File: config.mk
export PLATFORM = sky130hd
export DESIGN_NAME = z1000_cfg_loader_flat
export DESIGN_NICKNAME = d
export VERILOG_FILES = /design/src/rtl/z1000_cfg_loader_if.sv /design/src/rtl/z1000_cfg_loader.sv /design/src/flat_wrapper.sv
export SDC_FILE = /design/constraint.sdc
export NUM_CORES = 1
export LEC_CHECK = 0
export ABC_AREA = 0
export CAP_MARGIN = 40
export CORE_MARGIN = 2
export CORE_UTILIZATION = 58
export CTS_BUF_LIST = sky130_fd_sc_hd__clkbuf_8 sky130_fd_sc_hd__clkbuf_16
export DETAILED_ROUTE_END_ITERATION = 8
export PLACE_DENSITY = 0.8
export SYNTH_ARGS = -nofsm -noshare
export SYNTH_HDL_FRONTEND = slang
export SYNTH_SLANG_ARGS = --single-unit
export TNS_END_PERCENT = 30
File: constraint.sdc
create_clock -name clk -period 2.7 [get_ports clk]
set_input_delay 0.27 -clock clk [delete_from_list [all_inputs] [get_ports clk]]
set_output_delay 0.27 -clock clk [all_outputs]
set_load 0.02 [all_outputs]
File: src/rtl/z1000_cfg_loader_if.sv
`default_nettype none
// +----------------------------------------------------------------------------+
// | z1000_cfg_loader_if                                                        |
// | Word stream, control and chain-side signals of the cfg loader.             |
// | Revision: 1.0                                                              |
// +----------------------------------------------------------------------------+
interface z1000_cfg_loader_if #(
    parameter int WORD_W = 32
);
    logic              start;
    logic              abort;
    logic              in_valid;
    logic [WORD_W-1:0] in_data;
    logic              in_ready;
    logic              cfg_en;
    logic              cfg_d;
    logic              cfg_commit;
    logic              busy;
    logic              done;

    modport master (
        output start, abort, in_valid, in_data,
        input  in_ready, cfg_en, cfg_d, cfg_commit, busy, done
    );

    modport slave (
        input  start, abort, in_valid, in_data,
        output in_ready, cfg_en, cfg_d, cfg_commit, busy, done
    );
endinterface
`default_nettype wire

File: src/rtl/z1000_cfg_loader.sv
`default_nettype none
// +----------------------------------------------------------------------------+
// | z1000_cfg_loader                                                           |
// | Serialises config words LSB-first into the dffe chain, then commits.       |
// | Revision: 1.0                                                              |
// +----------------------------------------------------------------------------+
module z1000_cfg_loader #(
    parameter int CHAIN_LEN = 1024,
    parameter int WORD_W    = 32
) (
    input  wire logic          clk,
    input  wire logic          R,
    z1000_cfg_loader_if.slave  bus
);

    localparam int NWORDS = (CHAIN_LEN + WORD_W - 1) / WORD_W;
    localparam int BCW    = $clog2(CHAIN_LEN + 1);
    localparam int WCW    = $clog2(NWORDS + 1);
    localparam int SCW    = $clog2(WORD_W + 1);

    localparam logic [BCW-1:0] CHAIN_LEN_C = BCW'(CHAIN_LEN);
    localparam logic [BCW-1:0] LAST_BIT    = BCW'(CHAIN_LEN - 1);
    localparam logic [WCW-1:0] NWORDS_C    = WCW'(NWORDS);
    localparam logic [SCW-1:0] WORD_BITS   = SCW'(WORD_W);
    localparam logic [SCW-1:0] ONE_BIT     = SCW'(1);

    typedef enum logic [1:0] {
        ST_IDLE   = 2'd0,
        ST_LOAD   = 2'd1,
        ST_COMMIT = 2'd2,
        ST_DONE   = 2'd3
    } state_t;

    state_t            state_q,      state_d;
    logic [BCW-1:0]    bit_cnt_q,    bit_cnt_d;
    logic [WCW-1:0]    word_cnt_q,   word_cnt_d;
    logic [WORD_W-1:0] sh_q,         sh_d;
    logic [SCW-1:0]    sh_cnt_q,     sh_cnt_d;
    logic [WORD_W-1:0] hold_q,       hold_d;
    logic              hold_full_q,  hold_full_d;
    logic              cfg_en_q,     cfg_en_d;
    logic              cfg_d_q,      cfg_d_d;
    logic              cfg_commit_q, cfg_commit_d;
    logic              done_q,       done_d;
    logic              busy_q,       busy_d;

    logic              in_ready;
    logic              accept;
    logic              shift;
    logic              shifter_free;

    // in_ready depends on registered state only, never on in_valid.
    assign in_ready     = (state_q == ST_LOAD) && !hold_full_q && (word_cnt_q < NWORDS_C);
    assign accept       = bus.in_valid && in_ready;
    assign shift        = (state_q == ST_LOAD) && (sh_cnt_q != '0) && (bit_cnt_q < CHAIN_LEN_C);
    assign shifter_free = (sh_cnt_q == '0) || (shift && (sh_cnt_q == ONE_BIT));

    always_comb begin
        state_d     = state_q;
        bit_cnt_d   = bit_cnt_q;
        word_cnt_d  = word_cnt_q;
        sh_d        = sh_q;
        sh_cnt_d    = sh_cnt_q;
        hold_d      = hold_q;
        hold_full_d = hold_full_q;

        case (state_q)
            ST_IDLE: begin
                if (bus.start) begin
                    state_d     = ST_LOAD;
                    bit_cnt_d   = '0;
                    word_cnt_d  = '0;
                    sh_d        = '0;
                    sh_cnt_d    = '0;
                    hold_d      = '0;
                    hold_full_d = 1'b0;
                end
            end
            ST_LOAD: begin
                if (shift) begin
                    sh_d      = sh_q >> 1;
                    sh_cnt_d  = sh_cnt_q - ONE_BIT;
                    bit_cnt_d = bit_cnt_q + 1'b1;
                    if (bit_cnt_q == LAST_BIT) begin
                        state_d = ST_COMMIT;
                    end
                end
                // Holding register refills the shifter on the edge it empties.
                if (shifter_free && hold_full_q) begin
                    sh_d        = hold_q;
                    sh_cnt_d    = WORD_BITS;
                    hold_full_d = 1'b0;
                end
                // in_ready implies the holding register is empty, so no clash above.
                if (accept) begin
                    word_cnt_d = word_cnt_q + 1'b1;
                    if (shifter_free) begin
                        sh_d     = bus.in_data;
                        sh_cnt_d = WORD_BITS;
                    end else begin
                        hold_d      = bus.in_data;
                        hold_full_d = 1'b1;
                    end
                end
            end
            ST_COMMIT: state_d = ST_DONE;
            ST_DONE:   state_d = ST_IDLE;
            default:   state_d = ST_IDLE;
        endcase

        if (bus.abort) begin
            state_d     = ST_IDLE;
            bit_cnt_d   = '0;
            word_cnt_d  = '0;
            sh_d        = '0;
            sh_cnt_d    = '0;
            hold_d      = '0;
            hold_full_d = 1'b0;
        end

        // Registered outputs mirror what the next cycle's shift will present.
        cfg_en_d     = (state_d == ST_LOAD) && (sh_cnt_d != '0) && (bit_cnt_d < CHAIN_LEN_C);
        cfg_d_d      = cfg_en_d && sh_d[0];
        cfg_commit_d = (state_d == ST_COMMIT);
        done_d       = (state_d == ST_DONE);
        busy_d       = (state_d != ST_IDLE);
    end

    always_ff @(posedge clk or negedge R) begin
        if (!R) begin
            state_q      <= ST_IDLE;
            bit_cnt_q    <= '0;
            word_cnt_q   <= '0;
            sh_q         <= '0;
            sh_cnt_q     <= '0;
            hold_q       <= '0;
            hold_full_q  <= 1'b0;
            cfg_en_q     <= 1'b0;
            cfg_d_q      <= 1'b0;
            cfg_commit_q <= 1'b0;
            done_q       <= 1'b0;
            busy_q       <= 1'b0;
        end else begin
            state_q      <= state_d;
            bit_cnt_q    <= bit_cnt_d;
            word_cnt_q   <= word_cnt_d;
            sh_q         <= sh_d;
            sh_cnt_q     <= sh_cnt_d;
            hold_q       <= hold_d;
            hold_full_q  <= hold_full_d;
            cfg_en_q     <= cfg_en_d;
            cfg_d_q      <= cfg_d_d;
            cfg_commit_q <= cfg_commit_d;
            done_q       <= done_d;
            busy_q       <= busy_d;
        end
    end

    assign bus.in_ready   = in_ready;
    assign bus.cfg_en     = cfg_en_q;
    assign bus.cfg_d      = cfg_d_q;
    assign bus.cfg_commit = cfg_commit_q;
    assign bus.busy       = busy_q;
    assign bus.done       = done_q;

endmodule
`default_nettype wire

File: src/flat_wrapper.sv
// flat-port wrapper written by rule: the top's interface ports become plain ports
module z1000_cfg_loader_flat 
#(
    parameter int CHAIN_LEN = 1024,
    parameter int WORD_W    = 32
)
  (clk, R, bus_start, bus_abort, bus_in_valid, bus_in_data, bus_in_ready, bus_cfg_en, bus_cfg_d, bus_cfg_commit, bus_busy, bus_done);
  z1000_cfg_loader_if #(.WORD_W(WORD_W)) bus_i ();
  input  wire logic clk;
  input  wire logic R;
  input wire logic [$bits(bus_i.start)-1:0] bus_start;
  input wire logic [$bits(bus_i.abort)-1:0] bus_abort;
  input wire logic [$bits(bus_i.in_valid)-1:0] bus_in_valid;
  input wire logic [$bits(bus_i.in_data)-1:0] bus_in_data;
  output wire logic [$bits(bus_i.in_ready)-1:0] bus_in_ready;
  output wire logic [$bits(bus_i.cfg_en)-1:0] bus_cfg_en;
  output wire logic [$bits(bus_i.cfg_d)-1:0] bus_cfg_d;
  output wire logic [$bits(bus_i.cfg_commit)-1:0] bus_cfg_commit;
  output wire logic [$bits(bus_i.busy)-1:0] bus_busy;
  output wire logic [$bits(bus_i.done)-1:0] bus_done;
  assign bus_i.start = bus_start;
  assign bus_i.abort = bus_abort;
  assign bus_i.in_valid = bus_in_valid;
  assign bus_i.in_data = bus_in_data;
  assign bus_in_ready = bus_i.in_ready;
  assign bus_cfg_en = bus_i.cfg_en;
  assign bus_cfg_d = bus_i.cfg_d;
  assign bus_cfg_commit = bus_i.cfg_commit;
  assign bus_busy = bus_i.busy;
  assign bus_done = bus_i.done;
  z1000_cfg_loader #(.CHAIN_LEN(CHAIN_LEN), .WORD_W(WORD_W)) u_core (.clk(clk), .R(R), .bus(bus_i));
endmodule
# == Yosys cells after proc, flatten, opt, wreduce, memory -nomap -nowiden ==
# Index checks and enable logic that the tools add are counted.
# op_classes
add_sub_neg,3
n_lt_le_gt_ge,3
eq_ne,11
n_mux,38
reduce_logical,21
# op_table
operator,count
$mux W32,10
$pmux W32 S2,2
$mux W6,9
$mux W11,3
$pmux W6 S2,2
$lt A11 B11 Y1 const B,2
$pmux W11 S2,1
$reduce_bool A6 Y1,2
$add A11 B1 Y11 const B,1
$eq A11 B10 Y1 const B,1
$logic_and A1 B1 Y1,10
$eq A2 B2 Y1 const B,4
$mux W2,4
$pmux W2 S4,1
$add A6 B1 Y6 const B,1
$eq A6 B1 Y1 const B,1
$logic_not A6 Y1,1
$lt A6 B6 Y1 const B,1
$ne A3 B3 Y1 const B,2
$sub A6 B1 Y6 const B,1
$mux W1,5
$eq A2 B1 Y1 const B,2
$reduce_and A4 Y1,1
$ne A3 B2 Y1 const B,1
other kinds (8),8
# word_totals
register_bits,95
in_bits,37
output_inout_bits,6
wordCells,89

# == Logic depth before layout (Yosys ltp) ==
# logic_depth
word_depth,15
depth_mapped,9
depth_no_buf,7

# == Worst setup path after synthesis ==
# No wires, ideal clock.
# synth_path
path_kind,reg2reg
startpoint,register u_core.sh_cnt_q[2]
endpoint,register u_core.sh_q[31]
setup_ns,0.122
t_arrival_ns,1.877
required_ns,2.578
setup_slack_ns,0.701
stages_incl_launch_ff,8
n_path_buf,2
period_less_slack_ns,1.999
path_cell_list,dfrtp_1 or4_4 buf_6 a21oi_4 o211ai_1 and2_2 buf_2 a32o_1
# synth_between
elab_chain_len,11
word_cells_on_any_way,14
classes_between,eq/ne: 1; mux: 6; reduce/logical: 7
# synth_rtl
item,line,text
start: declaration,z1000_cfg_loader.sv:38,"logic [SCW-1:0] sh_cnt_q, sh_cnt_d;"
start signal: assignment,z1000_cfg_loader.sv:148,sh_cnt_q <= sh_cnt_d;
$reduce_bool A6 Y1,z1000_cfg_loader.sv:55,assign shift = (state_q == ST_LOAD) && (sh_cnt_q != '0) && (bit_cnt_q < CHAIN_LEN_C);
$logic_and A1 B1 Y1 (2 in series),z1000_cfg_loader.sv:55,
$logic_and A1 B1 Y1,z1000_cfg_loader.sv:56,assign shifter_free = (sh_cnt_q == '0) || (shift && (sh_cnt_q == ONE_BIT));
$logic_or A1 B1 Y1,z1000_cfg_loader.sv:56,
$logic_and A1 B1 Y1,z1000_cfg_loader.sv:89,if (shifter_free && hold_full_q) begin
$mux W32,z1000_cfg_loader.sv:89,
$mux W32,z1000_cfg_loader.sv:97,if (shifter_free) begin
$mux W32 (*),z1000_cfg_loader.sv:95,if (accept) begin
$pmux W32 S2 (*),z1000_cfg_loader.sv:67,case (state_q)
$mux W32 (*),z1000_cfg_loader.sv:111,if (bus.abort) begin
end signal: assignment,z1000_cfg_loader.sv:134,sh_q <= '0;
end signal: assignment,z1000_cfg_loader.sv:147,sh_q <= sh_d;
end: declaration,z1000_cfg_loader.sv:37,"logic [WORD_W-1:0] sh_q, sh_d;"
# Every way passes the cells marked *; elsewhere a longest branch is shown, timed or not.
# A chain may end at the register's enable or synchronous reset.

# == Worst setup path after layout ==
# layout_path
startpoint,register u_core.state_q[0]
endpoint,register u_core.bit_cnt_q[9]
# layout_between
elab_chain_len,6
word_cells_on_any_way,7
classes_between,eq/ne: 1; mux: 3; reduce/logical: 3
# layout_rtl
item,line,text
start: declaration,z1000_cfg_loader.sv:34,"state_t state_q, state_d;"
start signal: assignment,z1000_cfg_loader.sv:144,state_q <= state_d;
$eq A2 B1 Y1,"z1000_cfg_loader.sv:55, z1000_cfg_loader.sv:67",
$logic_and A1 B1 Y1 (2 in series),z1000_cfg_loader.sv:55,
$mux W11,z1000_cfg_loader.sv:80,if (shift) begin
$pmux W11 S2 (*),z1000_cfg_loader.sv:67,
$mux W11 (*),z1000_cfg_loader.sv:111,
end signal: assignment,z1000_cfg_loader.sv:145,bit_cnt_q <= bit_cnt_d;
end: declaration,z1000_cfg_loader.sv:35,"logic [BCW-1:0] bit_cnt_q, bit_cnt_d;"
# Marked as above.

==> run metrics <==
status completed; clock buffer depth 2; Synth Flop Type dfrtp_1; total power 2.95 mW; Starting Density 59.5%; hpwl dp 8410 um; Worst Skew 0.0157 ns; Crit path required time 2.95 ns; RSZ-0062 raised after global routing no; Slew headroom 58.3%; Final Hold Vio Count 0; Die ar. 9630 um2; PD cells 501 nW/um2; root buf cell clkbuf_8; Cell Area, Synth 5140 um2; cells after synthesis 525; Post-CTS Resized 0; Ys Warns 0; EDFF count, synth 0; Via Count 4328; mean post-synth cell area 9.79 um2; number of port buffers 42; worst hold path type primary input to asynchronous set/reset pin; gr usage total 27.5%; Mapped Nets 566; crit path DAT 2.65 ns; Die X 98.1 um; critical path class flop to flop; CP Max Fanout 11; sequential share of the synthesized area 46.3%; via/cell ratio 6.42; final setup vio count 0; R2R Setup Slk 0.30 ns; Core Rows 34; drt wl/cell 18.8 um; CTS tree done; share of cells above drive strength 1 14.1%; pin count of the biggest net entering global routing 48; maximum vdd ir drop 0.000306 V; synth-to-layout area growth 14.8%; Remaining DRCs 0; Die Y 98.1 um; most common cell after layout, fill and taps aside dfrtp_1; Pleak 2.54 nW; synth unique cells 73; max_cap viols 0; Worst Setup End Kind flop; Final ANT Viol Nets 0; Final Max Slew Viols 0; worst-skew pair later-pin latency 0.37 ns; Yosys reg bits 95; Sink Count 95; first-pass GRT wire length 21600 um; core box area 8640 um2; ys async rst share 100%; initial antenna violation count 0; H-tree depth 3; ant diodes 0; Startpoint Class flop; cts bufs inserted 9; Highest Clock Rate 416 MHz; wirelength, routed 12700 um; Tmin final 2.40 ns; DRT iter0 DRCs 307; GPL Wtd Cong 0.886; Final period util 89.0%; most frequent cells in the layout 95 x dfrtp_1, 87 x nand2_1, 49 x nor2_1, 41 x clkdlybuf4s50_1, 38 x o21ai_0; nets@finish 603; clock slew at reported path FFs 0.10 ns; DRT Pass-1 Iters 5; total grt overflow 0; vias in the first global route 4320; setup TNS 0 ns; Fill cells 656; Worst Tran Pin Value 0.626 ns; io pins 43
==> logic make-up (layout without fill, tap and decap cells) <==
logic type / count (synthesis) / count (layout) / synth area share (%)
buffers and inverters: 50 / 91 / 6.23
DFF: 95 / 95 / 46.3
xor gates and xnor gates: 6 / 6 / 1.02
adders and majority gates: 4 / 4 / 0.974
and+or+nand+nor: 185 / 185 / 16.8
muxes: 2 / 2 / 0.390
AOI/OAI and AO/OA: 183 / 183 / 28.3
==> per-layer routing <==
layer | up-vias | track usage, % | share of wire (%)
met5 | - | 0 | 0
met1 | 2146 | 40.9 | 47
met2 | 142 | 42.0 | 47
met4 | 0 | 7.80 | 1.4
li1 | 2022 | - | -
met3 | 18 | 4.72 | 5.3
==> sequential cells by signal, indices dropped and copies added, names as in the netlist <==
register / count
u_core.sh_q: 32
u_core.bus.cfg_en: 1
u_core.hold_q: 32
u_core.word_cnt_q: 6
u_core.bus.done: 1
u_core.hold_full_q: 1
u_core.bit_cnt_q: 11
u_core.bus.busy: 1
u_core.bus.cfg_commit: 1
u_core.sh_cnt_q: 6
u_core.state_q: 2
u_core.bus.cfg_d: 1
==> power by group <==
part,switching [mW],internal [mW],total [mW]
registers,0.0136,1.44,1.45
clock network,0.510,0.704,1.21
logic,0.176,0.113,0.289
total,0.699,2.25,2.95
==> critical path: stages (launching register included) <==
cell	delay (ns)
dfrtp_1	0.55
nor3b_4	0.43
o21ai_4	0.18
buf_4	0.22
a2111oi_2	0.53
a31oi_1	0.15
a41o_1	0.22
==> repair_timing <==
| action | in CTS | in global routing |
|---|---|---|
| hold endpoints to repair | 44 | 0 |
| hold buffers | 1 | 0 |
| buffers inserted | 0 | 0 |
==> stage by stage <==
step                util, %  instance area, um2  hold slack (ns)  instances  worst slack, ns
CTS                    68.3                5900            0.470        674            0.334
detailed placement     65.2                5630            0.320        658            0.311
finish                 68.3                5900            0.459        674            0.296
global placement       65.2                5630            0.316        658            0.336
global route           68.3                5900            0.510        674            0.155
floorplan                 -                5140          -0.0256        525            0.701
==> synth_stat cells (5+ instances only) <==
cell type | count | area share [%]
clkbuf_1 | 15 | 1.1
nor3_1 | 6 | 0.58
buf_2 | 7 | 0.68
xor2_1 | 5 | 0.85
o21ai_0 | 38 | 3.7
a221oi_1 | 6 | 1.0
a31o_1 | 15 | 2.6
o211ai_1 | 5 | 0.73
dfrtp_1 | 95 | 46
a31o_2 | 10 | 1.7
o221ai_1 | 7 | 1.2
a32oi_1 | 17 | 2.9
nand2_1 | 87 | 6.4
o21ai_2 | 10 | 1.7
nand3_1 | 14 | 1.4
a31oi_1 | 5 | 0.61
inv_1 | 12 | 0.88
a22o_1 | 25 | 4.3
nor2_1 | 49 | 3.6
o2bb2ai_1 | 6 | 1.0
buf_6 | 8 | 1.8
==> cell type report <==
| cell class | count | area [um2] | share of cell area (%) |
|---|---|---|---|
| multi-input cells | 380 | 2460 | 41.7 |
| clock inverters | 6 | 134 | 2.27 |
| inverters | 12 | 45.0 | 0.764 |
| clock buffers | 9 | 124 | 2.10 |
| flip-flops and latches | 95 | 2380 | 40.3 |
| repair buffers | 64 | 623 | 10.6 |
| well taps | 108 | 135 | 2.29 |
==> path summary, 6_finish.rpt <==
check / startpoint / endpoint / depth (start not counted)
worst max-delay path: u_core.state_q[0] / u_core.bit_cnt_q[9] / 6
worst min-delay path: R / u_core.hold_q[30] / 2
worst max register to register: u_core.state_q[0] / u_core.bit_cnt_q[9] / 6
worst min register to register: u_core.sh_q[31] / u_core.sh_q[31] / 1
max in group asynchronous: R / u_core.sh_q[28] / 3
min in group clk: bus_in_data[4] / u_core.hold_q[4] / 3
No activity file was read; power rests on OpenSTA's default activity.
